===== config.mk =====
export PLATFORM = sky130hd
export DESIGN_NAME = audio_frame_pacer_flat
export DESIGN_NICKNAME = d
export VERILOG_FILES = /design/src/rtl/audio_frame_pacer_if.sv /design/src/rtl/audio_frame_pacer.sv /design/src/flat_wrapper.sv
export SDC_FILE = /design/constraint.sdc
export NUM_CORES = 1
export LEC_CHECK = 0
export BUFFER_PORTS_ARGS = -buffer_cell sky130_fd_sc_hd__buf_2
export CAP_MARGIN = 20
export CORE_ASPECT_RATIO = 0.8
export CORE_MARGIN = 1.5
export CORE_UTILIZATION = 60
export CTS_BUF_LIST = sky130_fd_sc_hd__clkbuf_4 sky130_fd_sc_hd__clkbuf_8 sky130_fd_sc_hd__clkbuf_16
export DETAILED_ROUTE_END_ITERATION = 6
export GPL_ROUTABILITY_DRIVEN = 0
export PLACE_DENSITY_LB_ADDON = 0.1
export RECOVER_POWER = 25
export SYNTH_ARGS = -nofsm -noshare
export SYNTH_HDL_FRONTEND = slang
export SYNTH_SLANG_ARGS = --single-unit
export TNS_END_PERCENT = 5

===== constraint.sdc =====
create_clock -name clk -period 6.2 [get_ports clk]
set_input_delay 0.31 -clock clk [delete_from_list [all_inputs] [get_ports clk]]
set_output_delay 0.31 -clock clk [all_outputs]
set_load 0.02 [all_outputs]

===== src/rtl/audio_frame_pacer_if.sv =====
// Coding header types and the sample stream handshake between the sector
// audio decoder and the frame pacer.
package audio_frame_pacer_pkg;
    typedef enum logic {kMono = 1'b0, kStereo = 1'b1} chan_e;
    typedef enum logic {kRate378 = 1'b0, kRate189 = 1'b1} rate_e;
    typedef enum logic [1:0] {k4Bps = 2'd0, k8Bps = 2'd1, k16Bps = 2'd2} bps_e;

    typedef struct packed {
        chan_e chan;
        rate_e rate;
        bps_e  bps;
    } header_coding_s;
endpackage

interface audiostream;
    logic signed [15:0] sample;
    logic               write;
    logic               strobe;

    modport master (output sample, output write, input strobe);
    modport slave  (input sample, input write, output strobe);
    modport sink   (input sample, input write, output strobe);
endinterface


===== src/rtl/audio_frame_pacer.sv =====
// Pairs decoded samples into stereo frames, buffers them and releases one
// frame per output-rate tick from a fractional rate accumulator.
module audio_frame_pacer
    import audio_frame_pacer_pkg::*;
#(
    parameter int CLK_HZ     = 30000000,
    parameter int FIFO_DEPTH = 16
) (
    input  logic                          clk,
    input  logic                          reset,
    audiostream.sink                      in,
    input  logic                          in_channel,
    input  header_coding_s                in_coding,
    input  logic                          flush,
    output logic signed [15:0]            out_left,
    output logic signed [15:0]            out_right,
    output logic                          out_valid,
    output logic                          underrun,
    output logic [$clog2(FIFO_DEPTH):0]   fill_level
);
    localparam int PTR_W = $clog2(FIFO_DEPTH);
    localparam int ACC_W = $clog2(2 * CLK_HZ);
    localparam logic [ACC_W-1:0] CLK_V = ACC_W'(CLK_HZ);
    localparam logic [1:0] RC_378 = 2'd0;
    localparam logic [1:0] RC_189 = 2'd1;
    localparam logic [1:0] RC_441 = 2'd2;

    typedef struct packed {
        logic signed [15:0] left;
        logic signed [15:0] right;
        logic [1:0]         rc;
    } frame_s;

    frame_s               mem [FIFO_DEPTH];
    logic [PTR_W-1:0]     wr_ptr, rd_ptr;
    logic [PTR_W:0]       count;
    logic                 strobe_q;
    logic signed [15:0]   last_left;
    logic [ACC_W-1:0]     acc;
    logic [1:0]           active_rc;

    logic                 fifo_full, fifo_empty, stereo, stereo_left, can_accept;
    logic                 push, pop, tick;
    logic [1:0]           in_rc;
    logic [ACC_W-1:0]     rate_v, acc_sum;
    frame_s               push_frame, head;

    always_comb begin
        fifo_full   = (count == (PTR_W+1)'(FIFO_DEPTH));
        fifo_empty  = (count == '0);
        stereo      = (in_coding.chan == kStereo);
        stereo_left = stereo & ~in_channel;
        // a stereo left only updates last_left, so it never needs FIFO space
        can_accept  = ~fifo_full | stereo_left;

        if (in_coding.bps == k16Bps)
            in_rc = RC_441;
        else if (in_coding.rate == kRate378)
            in_rc = RC_378;
        else
            in_rc = RC_189;

        push             = strobe_q & ~flush & ~stereo_left;
        push_frame.left  = stereo ? last_left : in.sample;
        push_frame.right = in.sample;
        push_frame.rc    = in_rc;

        case (active_rc)
            RC_441:  rate_v = ACC_W'(44100);
            RC_189:  rate_v = ACC_W'(18900);
            default: rate_v = ACC_W'(37800);
        endcase
        acc_sum = acc + rate_v;
        tick    = ~flush & (acc_sum >= CLK_V);
        pop     = tick & ~fifo_empty;
        head    = mem[rd_ptr];
    end

    assign in.strobe  = strobe_q;
    assign fill_level = count;

    always_ff @(posedge clk or negedge reset) begin
        if (!reset) begin
            strobe_q  <= 1'b0;
            wr_ptr    <= '0;
            rd_ptr    <= '0;
            count     <= '0;
            last_left <= '0;
            acc       <= '0;
            active_rc <= RC_378;
            out_left  <= '0;
            out_right <= '0;
            out_valid <= 1'b0;
            underrun  <= 1'b0;
        end else begin
            // sample is consumed during the strobe cycle; write is still held then
            strobe_q <= in.write & ~strobe_q & ~flush & can_accept;
            if (flush) begin
                wr_ptr <= '0;
                rd_ptr <= '0;
                count  <= '0;
                acc    <= '0;
            end else begin
                if (strobe_q & stereo_left)
                    last_left <= in.sample;
                if (push)
                    wr_ptr <= wr_ptr + 1'b1;
                if (pop) begin
                    rd_ptr    <= rd_ptr + 1'b1;
                    active_rc <= head.rc;
                end
                case ({push, pop})
                    2'b10:   count <= count + 1'b1;
                    2'b01:   count <= count - 1'b1;
                    default: count <= count;
                endcase
                acc <= tick ? (acc_sum - CLK_V) : acc_sum;
            end
            out_valid <= tick;
            underrun  <= tick & fifo_empty;
            if (pop) begin
                out_left  <= head.left;
                out_right <= head.right;
            end
        end
    end

    always_ff @(posedge clk) begin
        if (push)
            mem[wr_ptr] <= push_frame;
    end
endmodule


===== src/flat_wrapper.sv =====
// flat-port wrapper written by rule: the top's interface ports become plain ports
module audio_frame_pacer_flat import audio_frame_pacer_pkg::*;
#(
    parameter int CLK_HZ     = 30000000,
    parameter int FIFO_DEPTH = 16
)
  (clk, reset, in_channel, in_coding, flush, out_left, out_right, out_valid, underrun, fill_level, in_sample, in_write, in_strobe);
  audiostream in_i ();
  input  logic clk;
  input  logic reset;
  input  logic in_channel;
  input  header_coding_s in_coding;
  input  logic flush;
  output logic signed [15:0] out_left;
  output logic signed [15:0] out_right;
  output logic out_valid;
  output logic underrun;
  output logic [$clog2(FIFO_DEPTH):0] fill_level;
  input wire logic [$bits(in_i.sample)-1:0] in_sample;
  input wire logic [$bits(in_i.write)-1:0] in_write;
  output wire logic [$bits(in_i.strobe)-1:0] in_strobe;
  assign in_i.sample = in_sample;
  assign in_i.write = in_write;
  assign in_strobe = in_i.strobe;
  audio_frame_pacer #(.CLK_HZ(CLK_HZ), .FIFO_DEPTH(FIFO_DEPTH)) u_core (.clk(clk), .reset(reset), .in(in_i), .in_channel(in_channel), .in_coding(in_coding), .flush(flush), .out_left(out_left), .out_right(out_right), .out_valid(out_valid), .underrun(underrun), .fill_level(fill_level));
endmodule

==> metrics.csv <==
metric;value;unit
Psw;2.523;mW
Starting Density;61.06;%
CTS resizes;0;
Slowest cell on crit path;ha_1;
Fin. Hold Viols;0;
synthesized area;26390;sq um
initial detailed-routing violation count;1343;
CP cell instances;inv_1 -> ha_1 -> inv_1 -> ha_1 -> ha_1 -> o21ai_0 -> a21boi_4 -> o211ai_1 -> o211a_1 -> nor3_1 -> nor3b_4 -> nand3_1 -> or4b_1 -> a211o_2 -> nor2_2 -> xor2_1 -> ha_1 -> or3_1 -> mux2i_1 -> mux2_2;
global-route wire length before repair;86940;um
Worst VDD drop;0.0002886;V
maxcap violations;2;
gr usage total;26.44;%
WP data arrival;6.18;ns
final critical-path share of the clock period;91.49;%
vias in the first global route;13700;
CTS tree;done;
# Post-CTS Setup Buffers;0;
RSZ-0062 raised after global routing;no;
DIE WIDTH;237.5;um
sequential share of the synthesized area;70.44;%
Final HPWL DP;30050;um
Yosys Warn Count;0;
ANT cells;0;
setup TNS;0;ns
Critical path buffers and inverters;2;
CP Max Fanout;17;
Synth Area per Inst;18.06;sq um
CTS Buffer Depth;3;
Yosys reg bits;634;
worst slew pin tran;3.698;ns
remaining global-route overflow;0;
clk slew on worst S/H paths;0.07;ns
EDFF count, synth;544;
minimum hold slack;0.2115;ns
internal power;7.680;mW
Ports;65;
Synth cell types;80;
Worst EP required;6.71;ns
Sw Share;24.73;%
Area Growth Syn to Fin;11.58;%
pre-CTS setup slack;0.5480;ns
CP peak stage delay;0.63;ns
Worst Hold Class;in -> reg;
relative slew slack;-146.5;%
row cnt;68;
clk_lat worst skew;0.62;ns
Worst setup SP type;flip-flop;
crit end category;flip-flop;
fin. max-slew vios;74;
wire length per cell;26.95;um
area share of the largest cell type after synthesis;61.90;%
initial antenna violation count;0;
most frequent CP cell;ha_1;
H-tree Lvls;2;
Clock power frac;38.4;%
DRT Pass-1 Iters;5;
vias;13700;
maximum number of pins on one net before global-route repair;68;
Leakage Power;9.825;nW
Core Area;43220;sq um
layout cells sized above 1;27.70;%
Overall Power;10.20;mW
delay-heaviest family, CP;simple AND/OR/NAND/NOR gates;
largest cells by area after synthesis;edfxtp_1, mux4_2, dfrtp_1, mux2_2, nor2_1;
Final Util;68.13;%
final net count;1576;
Die ar.;45260;sq um
hold_buf cts;2;
Gate Count Post-Synth;1461;
DRC Markers;0;
most frequent cells after synthesis;edfxtp_1, mux4_2, dfrtp_1;
root buf cell;clkbuf_16;
area leader, netlist;edfxtp_1;
Setup-failing EPs final;0;
clock skew;0.02581;ns
post-route ant nets;0;
Max Clk Rate;176.3;MHz
FFs w/ async S/R, synth;14.20;%
Detailed Route WL;57690;um
Vias per Instance;6.400;
die height;190.6;um
Reg power frac;48.5;%
worst setup margin;0.5276;ns
count leader, synth;edfxtp_1;
port bufs;64;
Power Dens Cells;346.5;nW/um^2
clock sinks;634;
combinational share of power;13.2;%
Tmin final;5.672;ns
status;complete, but fails checks;
Crit Path Category;reg -> reg;
failing checks;max-capacitance violations, max-slew violations;
CTS buffer count;58;
top_reg_cell synth;edfxtp_1;
Mapped Nets;1504;
==> sequential cells by signal, indices dropped and copies added, names as in the netlist, 2 cells and up <==
name and flops:
u_core.acc 24, u_core.active_rc 2, u_core.fill_level 5, u_core.last_left 16
u_core.mem 544, u_core.out_left 16, u_core.out_right 16, u_core.rd_ptr 4
u_core.wr_ptr 4
==> layer usage <==
layer / GRT usage [%] / wire length, um / up-vias
met1: 39.29 / 25340 / 7184
met2: 41.68 / 27610 / 445
met4: 6.614 / 1162 / 0
met3: 4.430 / 3574 / 91
met5: 0 / 0 / -
li1: - / - / 5983
==> power groups by stage <==
| stage | sequential (mW) | clock [mW] | combinational [mW] |
|---|---|---|---|
| 6_report | 4.94 | 3.91 | 1.34 |
| 4_1_cts | 4.94 | 3.97 | 1.33 |
| 3_5_place_dp | 5.03 | 0 | 1.32 |
| 5_1_grt | 4.96 | 4.14 | 1.48 |
| 2_1_floorplan | 5.04 | 0 | 0.965 |
| 3_3_place_gp | 5.03 | 0 | 1.29 |
==> per-stage QoR <==
step,cell area [sq um],std cells
after floorplan,26390,1461
after global placement,27330,2031
after detailed placement,27330,2031
after CTS,29470,2141
after global routing,29450,2141
final,29450,2141
==> cell type report <==
cell class / count / area (sq um)
repair buffers: 97 / 559.3
well taps: 560 / 700.7
flip-flops and latches: 634 / 18600
fillers: 2793 / 13780
inverters: 16 / 60.06
clock inverters: 27 / 439.2
clock buffers: 81 / 1685
multi-input cells: 726 / 7403
==> final timing paths <==
| path | slack, ns | endpoint | cells after the start | start |
|---|---|---|---|---|
| worst max-delay path | 0.53 | u_core.fill_level[2] | 20 | u_core.active_rc[0] |
| max in group asynchronous | 2.11 | u_core.rd_ptr[1] | 2 | reset |
| worst min-delay path | 0.21 | u_core.mem[10][2] | 1 | in_sample[0] |
| min in group asynchronous | 1.51 | u_core.acc[24] | 2 | reset |
| worst min register to register | 0.48 | u_core.out_right[13] | 2 | u_core.out_right[13] |
| worst max register to register | 0.53 | u_core.fill_level[2] | 20 | u_core.active_rc[0] |
==> cells in the final DEF, fill, tap and decap left out, types with 5 or more instances in the layout <==
cell type,instances
and2_1,8
buf_2,46
clkbuf_8,7
dfrtp_1,86
nor2b_1,28
clkbuf_16,59
mux2_2,75
o211ai_1,10
edfxtp_1,544
xor2_1,19
a31oi_1,5
clkbuf_4,15
mux2i_1,22
a21oi_1,38
nand3_1,7
a2111oi_0,13
o211a_1,5
o221ai_1,9
bufinv_16,11
xnor2_1,26
clkinv_2,6
a211oi_1,20
nand2b_1,5
and3_1,6
nor3_1,6
mux4_2,134
nor2_1,62
and2_2,16
ha_1,18
buf_4,29
or3_1,8
nand3b_1,6
o21ai_0,35
nand4_1,7
or2_2,7
inv_1,16
nand2_1,52
clkbuf_1,19
==> logic make-up (layout without fill, tap and decap cells) <==
logic type / Yosys count / after routing / synth area share (%)
muxes: 232 / 232 / 15.51
xor gates and xnor gates: 50 / 50 / 1.802
buffers and inverters: 101 / 221 / 1.607
AOI/OAI and AO/OA: 185 / 185 / 4.945
and+or+nand+nor: 240 / 240 / 4.803
DFF: 634 / 634 / 70.44
adders and majority gates: 19 / 19 / 0.8914
Note: power is estimated with default switching activity, not from simulation.
